==> src/rtl/mem_arbiter.sv <==
// Two-port memory arbiter: core (m0) has fixed priority, the loader (m1) is granted after MAX_HOLD m0 wins.
// Grant is combinational, the command is registered and read data returns RD_LATENCY+2 cycles after grant.
module mem_arbiter #(
    parameter int ADDR_W     = 16,
    parameter int DATA_W     = 8,
    parameter int RD_LATENCY = 1,
    parameter int MAX_HOLD   = 4
) (
    input  logic              clk,
    input  logic              resetn,
    input  logic              m0_req,
    input  logic              m0_we,
    input  logic [ADDR_W-1:0] m0_addr,
    input  logic [DATA_W-1:0] m0_wdata,
    output logic              m0_gnt,
    output logic              m0_rvalid,
    output logic [DATA_W-1:0] m0_rdata,
    input  logic              m1_req,
    input  logic              m1_we,
    input  logic [ADDR_W-1:0] m1_addr,
    input  logic [DATA_W-1:0] m1_wdata,
    output logic              m1_gnt,
    output logic              m1_rvalid,
    output logic [DATA_W-1:0] m1_rdata,
    output logic              mem_en,
    output logic              mem_we,
    output logic [ADDR_W-1:0] mem_addr,
    output logic [DATA_W-1:0] mem_wdata,
    input  logic [DATA_W-1:0] mem_rdata
);

    logic [3:0]          r_hold_cnt;
    logic                w_hold_max;
    logic                w_m0_gnt;
    logic                w_m1_gnt;
    logic                w_gnt;
    logic                w_sel_we;
    logic [ADDR_W-1:0]   w_sel_addr;
    logic [DATA_W-1:0]   w_sel_wdata;
    logic                w_rd_push;

    logic                r_mem_en;
    logic                r_mem_we;
    logic [ADDR_W-1:0]   r_mem_addr;
    logic [DATA_W-1:0]   r_mem_wdata;
    logic [RD_LATENCY:0] r_pipe_vld;
    logic [RD_LATENCY:0] r_pipe_own;
    logic                r_m0_rvalid;
    logic                r_m1_rvalid;
    logic [DATA_W-1:0]   r_rdata;

    // Grants are gated by reset so every output reads 0 while resetn is low.
    assign w_hold_max  = (r_hold_cnt == 4'(MAX_HOLD));
    assign w_m0_gnt    = resetn & m0_req & ~(m1_req & w_hold_max);
    assign w_m1_gnt    = resetn & m1_req & ~w_m0_gnt;
    assign w_gnt       = w_m0_gnt | w_m1_gnt;
    assign w_sel_we    = w_m1_gnt ? m1_we    : m0_we;
    assign w_sel_addr  = w_m1_gnt ? m1_addr  : m0_addr;
    assign w_sel_wdata = w_m1_gnt ? m1_wdata : m0_wdata;
    assign w_rd_push   = w_gnt & ~w_sel_we;

    always_ff @(posedge clk or negedge resetn) begin
        if (!resetn) begin
            r_hold_cnt <= '0;
        end else if (!m1_req || w_m1_gnt) begin
            r_hold_cnt <= '0;
        end else if (w_m0_gnt && !w_hold_max) begin
            r_hold_cnt <= r_hold_cnt + 4'd1;
        end
    end

    always_ff @(posedge clk or negedge resetn) begin
        if (!resetn) begin
            r_mem_en    <= 1'b0;
            r_mem_we    <= 1'b0;
            r_mem_addr  <= '0;
            r_mem_wdata <= '0;
        end else begin
            r_mem_en <= w_gnt;
            r_mem_we <= w_gnt & w_sel_we;
            if (w_gnt) begin
                r_mem_addr  <= w_sel_addr;
                r_mem_wdata <= w_sel_wdata;
            end
        end
    end

    // Stage k holds the read issued k+1 cycles ago; the last stage lines up with valid mem_rdata.
    always_ff @(posedge clk or negedge resetn) begin
        if (!resetn) begin
            r_pipe_vld  <= '0;
            r_pipe_own  <= '0;
            r_m0_rvalid <= 1'b0;
            r_m1_rvalid <= 1'b0;
            r_rdata     <= '0;
        end else begin
            r_pipe_vld  <= {r_pipe_vld[RD_LATENCY-1:0], w_rd_push};
            r_pipe_own  <= {r_pipe_own[RD_LATENCY-1:0], w_m1_gnt};
            r_m0_rvalid <= r_pipe_vld[RD_LATENCY] & ~r_pipe_own[RD_LATENCY];
            r_m1_rvalid <= r_pipe_vld[RD_LATENCY] &  r_pipe_own[RD_LATENCY];
            if (r_pipe_vld[RD_LATENCY]) begin
                r_rdata <= mem_rdata;
            end
        end
    end

    assign m0_gnt    = w_m0_gnt;
    assign m1_gnt    = w_m1_gnt;
    assign mem_en    = r_mem_en;
    assign mem_we    = r_mem_we;
    assign mem_addr  = r_mem_addr;
    assign mem_wdata = r_mem_wdata;
    assign m0_rvalid = r_m0_rvalid;
    assign m1_rvalid = r_m1_rvalid;
    assign m0_rdata  = r_rdata;
    assign m1_rdata  = r_rdata;

endmodule

==> config.mk <==
export PLATFORM = sky130hd
export DESIGN_NAME = mem_arbiter
export DESIGN_NICKNAME = d
export VERILOG_FILES = /design/src/rtl/mem_arbiter.sv
export SDC_FILE = /design/constraint.sdc
export NUM_CORES = 1
export LEC_CHECK = 0
export CAP_MARGIN = 15
export CORE_MARGIN = 4
export CORE_UTILIZATION = 39
export CTS_BUF_LIST = sky130_fd_sc_hd__clkbuf_8
export DETAILED_ROUTE_END_ITERATION = 7
export GPL_TIMING_DRIVEN = 0
export PLACE_DENSITY_LB_ADDON = 0.12
export SYNTH_ARGS = -nofsm -noshare
export SYNTH_HDL_FRONTEND = slang
export SYNTH_SLANG_ARGS = --single-unit
==> constraint.sdc <==
create_clock -name clk -period 2.1 [get_ports clk]
set_clock_uncertainty 0.05 [all_clocks]
set_input_delay 0.63 -clock clk [delete_from_list [all_inputs] [get_ports clk]]
set_output_delay 0.63 -clock clk [all_outputs]
set_load 0.05 [all_outputs]
==> impl_results.md, run 1 <==
- Status: finished with violations
- CTS root buf: clkbuf_8
- Slew Limit Fails: 0
- Die Area: 0.006104 mm^2
- First-pass GRT wire length: between 8000 and 9000 um
- CP Launch Type: flop
- CP required: between 1 and 1.5 ns
- F_max: 458.3 MHz
- Synthesis Warnings: 0
- Comb pwr share: 37.9%
- Tcrit/Tclk final: 103.9%
- GPL Wtd Cong: 0.7580
- Largest area contributor in the netlist: dfrtp_1
- Unique cell type count in the Yosys netlist: 24
- Slew @ Worst Pin: ~0.53 ns
- CP endpoint kind: output pin
- Total CTS buffers: 5
- Post-Syn Area: around 0.0019 mm^2
- Detailed-route via count: between 1,500 and 2,000
- Pwr dens: 824.1 mW/mm^2
- Hold WC Path Type: in -> async
- Final Hold Fails: 0
- Top-area cell type share of the netlist area: 57.40%
- Die X: 78.13 um
- Vias per inst: 4.915
- Post-synth ARST share: 100.0%
- Cell with the most instances after synthesis: dfrtp_1
- CP delay by family, top: flip-flops
- Global route total overflow: 0
- CP max FO: 3
- Pint: 1.755 mW
- Routed wire length: 5317 um
- Nets: 338
- PortBufs: 107
- Worst setup margin: -0.08183 ns
- Sequential area share after synthesis: 57.40%
- Vias in the first global route: 1,698
- Largest net degree at the start of global routing: 25
- Sw power: 0.9748 mW
- Failing checks: setup timing
- Crit path cell chain: inv_2, ha_4, nand3b_4, o211a_1, buf_6, buf_8
- Commonest cells post-synth: dfrtp_1, and2_1, a221o_1
- Initial antenna violation count: 0
- Area grow syn2layout: 72.67%
- Die Ht: 78.13 um
- H-tree levels: 2
- Final setup viols: 2
- DRT iter0 DRCs: 89
- Leakage power: 1.566 nW
- Post-detail-place hpwl: between 3000 and 4000 um
- Hold WS: 0.09107 ns
- DRT antenna net count: 0
- CP Buf/Inv Count: 3
- Skew-Pair Late Insertion Delay: 0.29 ns
- Post-synthesis register bit count: 44
- Drt drc: 0
- Post-synth EDFFs: 0
- ANT cells: 0
- Crit path time final: 2.182 ns
- Max incr delay on CP: around 0.4 ns
- CTS clk-pin slew, worst paths: 0.08 ns
- GRT Total Usage: 17.72%
- Site row count: 25
- Total core area: 0.004755 mm^2
- MaxCap Viol Count: 0
- Unrepaired setup endpoints after global routing: true
- CTS Buffer Depth: 2
- Sequential share of power: 36.6%
- Setup TNS: -0.1399 ns
- CTS tree: yes
- Crit Path Category: reg -> out
- Slew headroom: 64.37%
- Synth area leaders: dfrtp_1, a221o_1, and2_1, mux2_2, buf_4
- IO Pins: 108
- Post-Syn Instances: around 150
- Pre-antenna DRT Iters: 4
- Mean post-synth cell area: 12.96 um^2
- CTS Sinks: between 40 and 50
- Switch share: 35.72%
- Arrival @ worst endpoint: roughly 1.5 ns
- Post-synth top flop: dfrtp_1
- Initial Util: 40.34%
- Net count after synthesis: 212
- Maximum vdd drop: 0.0005159 V
- Clk pwr share: around a quarter
- CP max stage cell: dfrtp_1
- Share of cells above drive strength 1: 18.18%
- WL/cell: 15.55 um
## per-layer routing
metal / vias up / track usage [%] / part of all wire [%]
met5: - / 0 / 0
met4: 0 / 5.769 / 1.3
met3: 6 / 6.995 / 8.5
met2: 76 / 28.68 / 48
met1: 816 / 21.66 / 42
li1: 783 / - / -
## through the flow
step	instances	setup slack (ns)	util (%)	power (mW)	instance area [um^2]
floorplan	148	0.02492	-	1.678	1918
global placement	322	-3.058	64.63	2.106	3073
detailed placement	323	-1.587	64.95	2.122	3088
CTS	337	-0.1470	68.66	2.751	3264
global route	342	-0.1432	69.66	2.853	3312
finish	342	-0.08183	69.66	2.729	3312
## state kept, by name (all words and copies together), names as in the netlist
name	cells
mem_we	1
m0_rdata	8
r_hold_cnt	4
r_pipe_own	2
mem_addr	16
mem_en	1
m1_rvalid	1
r_pipe_vld	2
m0_rvalid	1
mem_wdata	8
## path summary, 6_finish.rpt
path                                           startpoint                         to  slack [ns]  cells after the start
worst max register to register  r_hold_cnt[1]$_DFFE_PN0P_    mem_addr[9]$_DFFE_PN0P_        0.10                      9
max in group asynchronous                          resetn    mem_addr[3]$_DFFE_PN0P_        1.44                      3
worst min-delay path                               resetn  r_hold_cnt[1]$_DFFE_PN0P_        0.09                      1
worst max-delay path            r_hold_cnt[1]$_DFFE_PN0P_                     m0_gnt       -0.08                      6
worst min register to register    r_pipe_own[0]$_DFF_PN0_    r_pipe_own[1]$_DFF_PN0_        0.30                      0
min in group clk                  r_pipe_own[0]$_DFF_PN0_    r_pipe_own[1]$_DFF_PN0_        0.30                      0
## kinds of logic after synthesis
logic type / Yosys count / share of synthesized area [%]
AO/OA/AOI/OAI: 34 / 16.44
XOR/XNOR: 1 / 0.4567
adder cells (fa/ha/maj): 2 / 1.304
buffers and inverters: 24 / 7.762
flip-flops: 44 / 57.40
multiplexers: 8 / 4.697
AND/OR/NAND/NOR: 35 / 11.94
## power groups by stage
stage / clock (mW) / sequential, mW / combinational [mW]
floorplan: 0 / 1.36 / 0.323
global placement: 0 / 1.02 / 1.09
detailed placement: 0 / 1.02 / 1.10
CTS: 0.718 / 0.999 / 1.03
global route: 0.756 / 1.01 / 1.08
finish: 0.697 / 0.998 / 1.03
## cells in the final DEF (no fill, tap or decap), types with 2 or more instances in the layout
| cell type | instances |
|---|---|
| a22o_1 | 3 |
| clkdlybuf4s50_1 | 58 |
| o21ai_0 | 3 |
| nor2b_1 | 2 |
| mux2_2 | 8 |
| inv_2 | 2 |
| inv_1 | 6 |
| dlygate4sd2_1 | 45 |
| clkbuf_8 | 7 |
| nand2_1 | 3 |
| dfrtp_1 | 44 |
| buf_8 | 2 |
| buf_4 | 17 |
| buf_12 | 2 |
| clkbuf_1 | 3 |
| a221o_1 | 24 |
| buf_6 | 5 |
| and2_1 | 25 |
## cell type report
| class | instances | area [um^2] |
|---|---|---|
| multi-input combinational | 80 | 688.2 |
| sequential | 44 | 1101 |
| tap | 67 | 83.83 |
| buffer | 15 | 110.1 |
| inverter | 8 | 30.03 |
| clock buffer | 7 | 96.34 |
| timing repair buffer | 120 | 1172 |
| fill | 374 | 1443 |
| clock inverter | 1 | 30.03 |
## what timing repair did
item / CTS / global route
resized for setup: 71 / 7
setup buffers: 6 / 5
pin swaps: 2 / 2
gates cloned: 1 / 0
hold buffers: 0 / 0
setup endpoints to repair: 67 / 21
Power figures use the tool's default switching activity.
==> run 2, diff against run 1 <==
- ABC_AREA: unset -> 0
- CELL_PAD_IN_SITES_DETAIL_PLACEMENT: unset -> 0
- CELL_PAD_IN_SITES_GLOBAL_PLACEMENT: unset -> 1
- CORE_UTILIZATION: 39 -> 29
==> run 2 against run 1 <==
The flow still finishes with violations (setup timing). Utilization decreased by 19 points. Routed wire length increased by 3.1%. Fmax increased by 0.53%. Highest routed layer unchanged.
==> impl_results.md, run 2 (synthesis results as in run 1) <==
- Worst setup margin: -0.07038 ns
- Nets: 333
- CP endpoint kind: output pin
- Crit Path Category: reg -> out
- ANT cells: 0
- CP Launch Type: flop
- Max incr delay on CP: 0.39 ns
- Final non-filler cell total: 347
- Die Ht: 89.33 um
- Total core area: around 0.0064 mm^2
- CP max FO: 4
- # hold bufs at CTS: 0
- CP max stage cell: dfrtp_1
- Drt drc: 0
- Initial antenna violation count: 0
- Leakage power: 1.529 nW
- Crit path time final: 2.170 ns
- Slew Limit Fails: 0
- Most frequent cells in the layout: clkdlybuf4s50_1, dlygate4sd2_1, dfrtp_1
- Slew headroom: 62.58%
- Worst setup path startpoint: r_hold_cnt[1]$_DFFE_PN0P_
- DRT antenna net count: 0
- F_max: 460.7 MHz
- H-tree levels: 2
- Vias in the first global route: about 1,600
- Routed wire length: 5484 um
- Area grow syn2layout: 69.73%
- CTS clk-pin slew, worst paths: 0.08 ns
- Top Layer Used: met4
- Total power: 2.575 mW
- Placed insts: 333
- Met1 wire length: 2435 um
- CP required: 1.42 ns
- Tcrit/Tclk final: 103.4%
- Largest net degree at the start of global routing: 21
- Arrival @ worst endpoint: 1.49 ns
- PortBufs: around 110
- Post-detail-place hpwl: about 4000 um
- Global route total overflow: 0
- Hold WC Path Type: in -> async
- CTS Sinks: 44
- CP delay by family, top: flip-flops
- MaxCap Viol Count: 0
- Vias per inst: approximately 4.7
- CTS tree: yes
- Status: finished with violations
- IO Pins: 108
- RR Startpoint: r_hold_cnt[1]$_DFFE_PN0P_
- First-pass GRT wire length: 8224 um
- Pwr dens: 790.9 mW/mm^2
- GPL Wtd Cong: 0.7067
- CP Buf/Inv Count: 3
- Share of cells above drive strength 1: 16.30%
- Slew @ Worst Pin: 0.5575 ns
- Unrepaired setup endpoints after global routing: true
- Largest register FFs: 16
- WL/cell: 15.80 um
- WL met2: 2527 um
- DRT iter0 DRCs: 23
- Most common cell after layout, fill and taps aside: clkdlybuf4s50_1
- Detailed-route via count: 1,619
- GRT Total Usage: 13.69%
- Total CTS buffers: 5
- Site row count: 29
- Setup TNS: -0.1099 ns
- Crit path cell chain: inv_1, ha_2, nand3b_4, a21oi_4, buf_6, buf_8
- Die Area: 0.007979 mm^2
- Maximum vdd drop: around 0.0004 V
- CTS root buf: clkbuf_8
- Final setup viols: 2
- Die X: 89.33 um
- CTS Buffer Depth: 2
- Pre-antenna DRT Iters: 4
- Reg-to-reg setup timing slack: ~0.19 ns
- Initial Util: approximately 30%
- Failing checks: setup timing
- Final Hold Fails: 0
- Hold WS: 0.09574 ns
- DR WL met3: 465 um
- Skew-Pair Late Insertion Delay: 0.29 ns
-- run 2: cell types whose count changed in the layout (fill, tap and decap cells not counted), moves of 2 or more --
cell | before | now
buf_6 | 5 | 3
buf_4 | 17 | 14
clkinv_2 | 0 | 2
inv_1 | 6 | 8
inv_2 | 2 | 0
-- run 2: per-stage QoR --
stage               setup slack [ns]  utilization (%)  area (um^2)
floorplan                    0.02492                -         1918
global placement              -3.227            48.32         3085
detailed placement            -1.501            48.55         3100
CTS                          -0.1421            51.00         3257
global route                 -0.1399            50.98         3256
finish                      -0.07038            50.98         3256
-- run 2: worst register-to-register path: stages, from the launching register on --
cell and delay, ns:
dfrtp_1 0.39, inv_1 0.06, ha_2 0.18, nand3b_4 0.11
o211a_4 0.27, buf_4 0.21, buf_6 0.18, a221o_1 0.35
-- run 2: final timing paths --
path / depth (start not counted) / end
max in group asynchronous: 2 / mem_wdata[6]$_DFFE_PN0P_
min in group clk: 0 / r_pipe_own[1]$_DFF_PN0_
worst min-delay path: 1 / r_hold_cnt[1]$_DFFE_PN0P_
worst max register to register: 7 / mem_addr[10]$_DFFE_PN0P_
worst max-delay path: 6 / m1_gnt
worst min register to register: 0 / r_pipe_own[1]$_DFF_PN0_
-- run 2: power by group --
| part | internal, mW | total [mW] | switching, mW | leakage, nW |
|---|---|---|---|---|
| clock | 0.263 | 0.551 | 0.288 | 0.0510 |
| combinational | 0.385 | 1.03 | 0.641 | 0.926 |
| sequential | 0.947 | 0.998 | 0.0507 | 0.552 |
-- run 2: what timing repair did --
item	CTS	global route
hold endpoints to repair	0	0
pin swaps	3	1
resized for setup	70	2
cloned	2	0
buffers inserted	6	1
endpoints found under the setup margin	66	2
-- run 2: area by class of cell --
class | count | area [um^2]
inverter | 8 | 30.03
buffer | 14 | 98.84
clock inverter | 2 | 10.01
sequential | 44 | 1101
tap | 77 | 96.34
clock buffer | 6 | 82.58
multi-input combinational | 80 | 685.7
fill | 615 | 3131
timing repair buffer | 116 | 1151
-- run 2: metal layers --
metal,GRT usage [%],vias up
met5,0,-
met4,3.518,0
met2,21.17,61
met3,4.424,4
met1,18.59,776
li1,-,778
==> run 3, diff against run 2 <==
--- a/config.mk
+++ b/config.mk
@@ -7,5 +7,4 @@
 export LEC_CHECK = 0
 export ABC_AREA = 0
-export CAP_MARGIN = 15
 export CELL_PAD_IN_SITES_DETAIL_PLACEMENT = 0
 export CELL_PAD_IN_SITES_GLOBAL_PLACEMENT = 1
--- a/constraint.sdc
+++ b/constraint.sdc
@@ -3,3 +3,3 @@
 set_input_delay 0.63 -clock clk [delete_from_list [all_inputs] [get_ports clk]]
 set_output_delay 0.63 -clock clk [all_outputs]
-set_load 0.05 [all_outputs]
+set_load 0.01 [all_outputs]
==> run 3 against run 2 <==
The run still ends with setup timing left. Clock power hardly changed. Final cell count is 0.29% higher. Critical path depth stayed put. Setup slack better by 0.049 ns. Largest cell class unchanged. Critical endpoint unchanged.
==> impl_results.md, run 3 (synthesis results as in run 1) <==
- CP Buf/Inv Count: 3
- Unrepaired setup endpoints after global routing: true
- CTS Buffer Depth: 2
- Multi-input logic area: 685.7 um^2
- DRT antenna net count: 0
- Die Area: 0.007979 mm^2
- WL/cell: approximately 16 um
- Initial Util: 30.04%
- Setup TNS: -0.02149 ns
- Routed wire length: approximately 5500 um
- First-pass GRT wire length: 8266 um
- Arrival @ worst endpoint: around 1.4 ns
- Largest register FFs: 16
- Crit path time final: 2.121 ns
- Total CTS buffers: 5
- CP delay by family, top: flip-flops
- Share of cells above drive strength 1: 16.61%
- CP max stage cell: dfrtp_1
- Global route total overflow: 0
- Initial antenna violation count: 0
- Final setup viols: 1
- Die Ht: 89.33 um
- Pre-antenna DRT Iters: 4
- CTS Sinks: 44
- Vias in the first global route: 1,625
- F_max: roughly 470 MHz
- Register area: 0.001101 mm^2
- Tcrit/Tclk final: 101.0%
- Site row count: 29
- Failing checks: setup timing
- Worst setup margin: -0.02149 ns
- Vias per inst: between 4 and 5
- Met1 wire length: 2431 um
- Largest net degree at the start of global routing: 21
- Hold WS: 0.09767 ns
- Detailed-route via count: 1,626
- Top Layer Used: met4
- Status: finished with violations
- Post-detail-place hpwl: 3890 um
- DRT iter0 DRCs: 27
- Nets: 334
- Slew Limit Fails: 0
- GRT Total Usage: 13.75%
- # hold bufs at CTS: 0
- Drt drc: 0
- CP endpoint kind: output pin
- Design Area, Final: 0.003311 mm^2
- WL met2: about 2500 um
- IO Pins: 108
- H-tree levels: 2
- CP Launch Type: flop
- Pwr dens: 684.2 mW/mm^2
- Maximum vdd drop: 0.0003117 V
- Placement-stage cell area: approximately 0.0031 mm^2
- GPL Wtd Cong: 0.7067
- MaxCap Viol Count: 0
- CTS clk-pin slew, worst paths: 0.08 ns
- Most frequent cells in the layout: clkdlybuf4s50_1, dfrtp_1, and2_1
- Leakage power: approximately 1.4 nW
- Worst setup path startpoint: r_hold_cnt[1]$_DFFE_PN0P_
- Crit Path Category: reg -> out
- CTS root buf: clkbuf_8
- DR WL met3: 470 um
- Final Hold Fails: 0
- Die X: 89.33 um
- PortBufs: 107
- Most common cell after layout, fill and taps aside: clkdlybuf4s50_1
- ANT cells: 0
- CP max FO: 4
- Skew-Pair Late Insertion Delay: 0.29 ns
- Hold WC Path Type: in -> async
- RR Startpoint: r_hold_cnt[1]$_DFFE_PN0P_
- Slew headroom: 64.60%
- Total core area: 0.006386 mm^2
- Max incr delay on CP: 0.39 ns
- Crit path cell chain: inv_1, ha_2, nand3b_4, a21oi_4, buf_6, buf_6
- Area grow syn2layout: 72.60%
- Most frequent CP cell: buf_6
- # fillers: 596
- CTS tree: yes
- Slew @ Worst Pin: 0.5309 ns
- CP required: around 1.4 ns
==> run 3: metal layers <==
metal,track usage [%],vias up
li1,-,776
met1,18.65,785
met2,21.30,61
met3,4.424,4
met4,3.518,0
met5,0,-
==> run 3: path summary, 6_finish.rpt <==
kind                       cells after the start                   endpoint  slack [ns]
setup / recovery                               6                     m1_gnt       -0.02
hold / removal                                 1  r_hold_cnt[1]$_DFFE_PN0P_         0.1
setup reg to reg                               7   mem_addr[10]$_DFFE_PN0P_        0.20
hold reg to reg                                0    r_pipe_own[1]$_DFF_PN0_        0.31
max in group asynchronous                      2   mem_wdata[4]$_DFFE_PN0P_        1.43
min in group clk                               0    r_pipe_own[1]$_DFF_PN0_        0.31
==> run 3: cell type report <==
type                       instances  share of cell area [%]
multi-input combinational         80                   20.71
clock buffer                       6                   2.494
clock inverter                     2                  0.3023
inverter                           8                  0.9070
sequential                        44                   33.26
tap                               77                   2.910
buffer                            14                   2.986
timing repair buffer             117                   36.43
==> run 3: what timing repair did <==
item | in CTS | in global routing
pin swaps | 3 | 1
gates resized for setup | 20 | 2
gates cloned | 2 | 0
setup endpoints to repair | 22 | 2
buffers inserted | 8 | 0
==> run 3: per-stage QoR <==
| stage | util [%] | worst slack [ns] | total power [mW] | instances |
|---|---|---|---|---|
| floorplan | - | 0.1568 | 1.277 | 148 |
| global placement | 48.32 | -2.960 | 1.710 | 332 |
| detailed placement | 48.55 | -1.234 | 1.720 | 333 |
| CTS | 51.98 | -0.1084 | 2.308 | 349 |
| global route | 51.84 | -0.08873 | 2.395 | 348 |
| finish | 51.84 | -0.02149 | 2.265 | 348 |
==> run 3: power breakdown <==
part	internal [mW]	leakage, nW	switching, mW
Clock	0.263	0.0510	0.286
Sequential	0.947	0.552	0.0546
Combinational	0.477	0.835	0.238
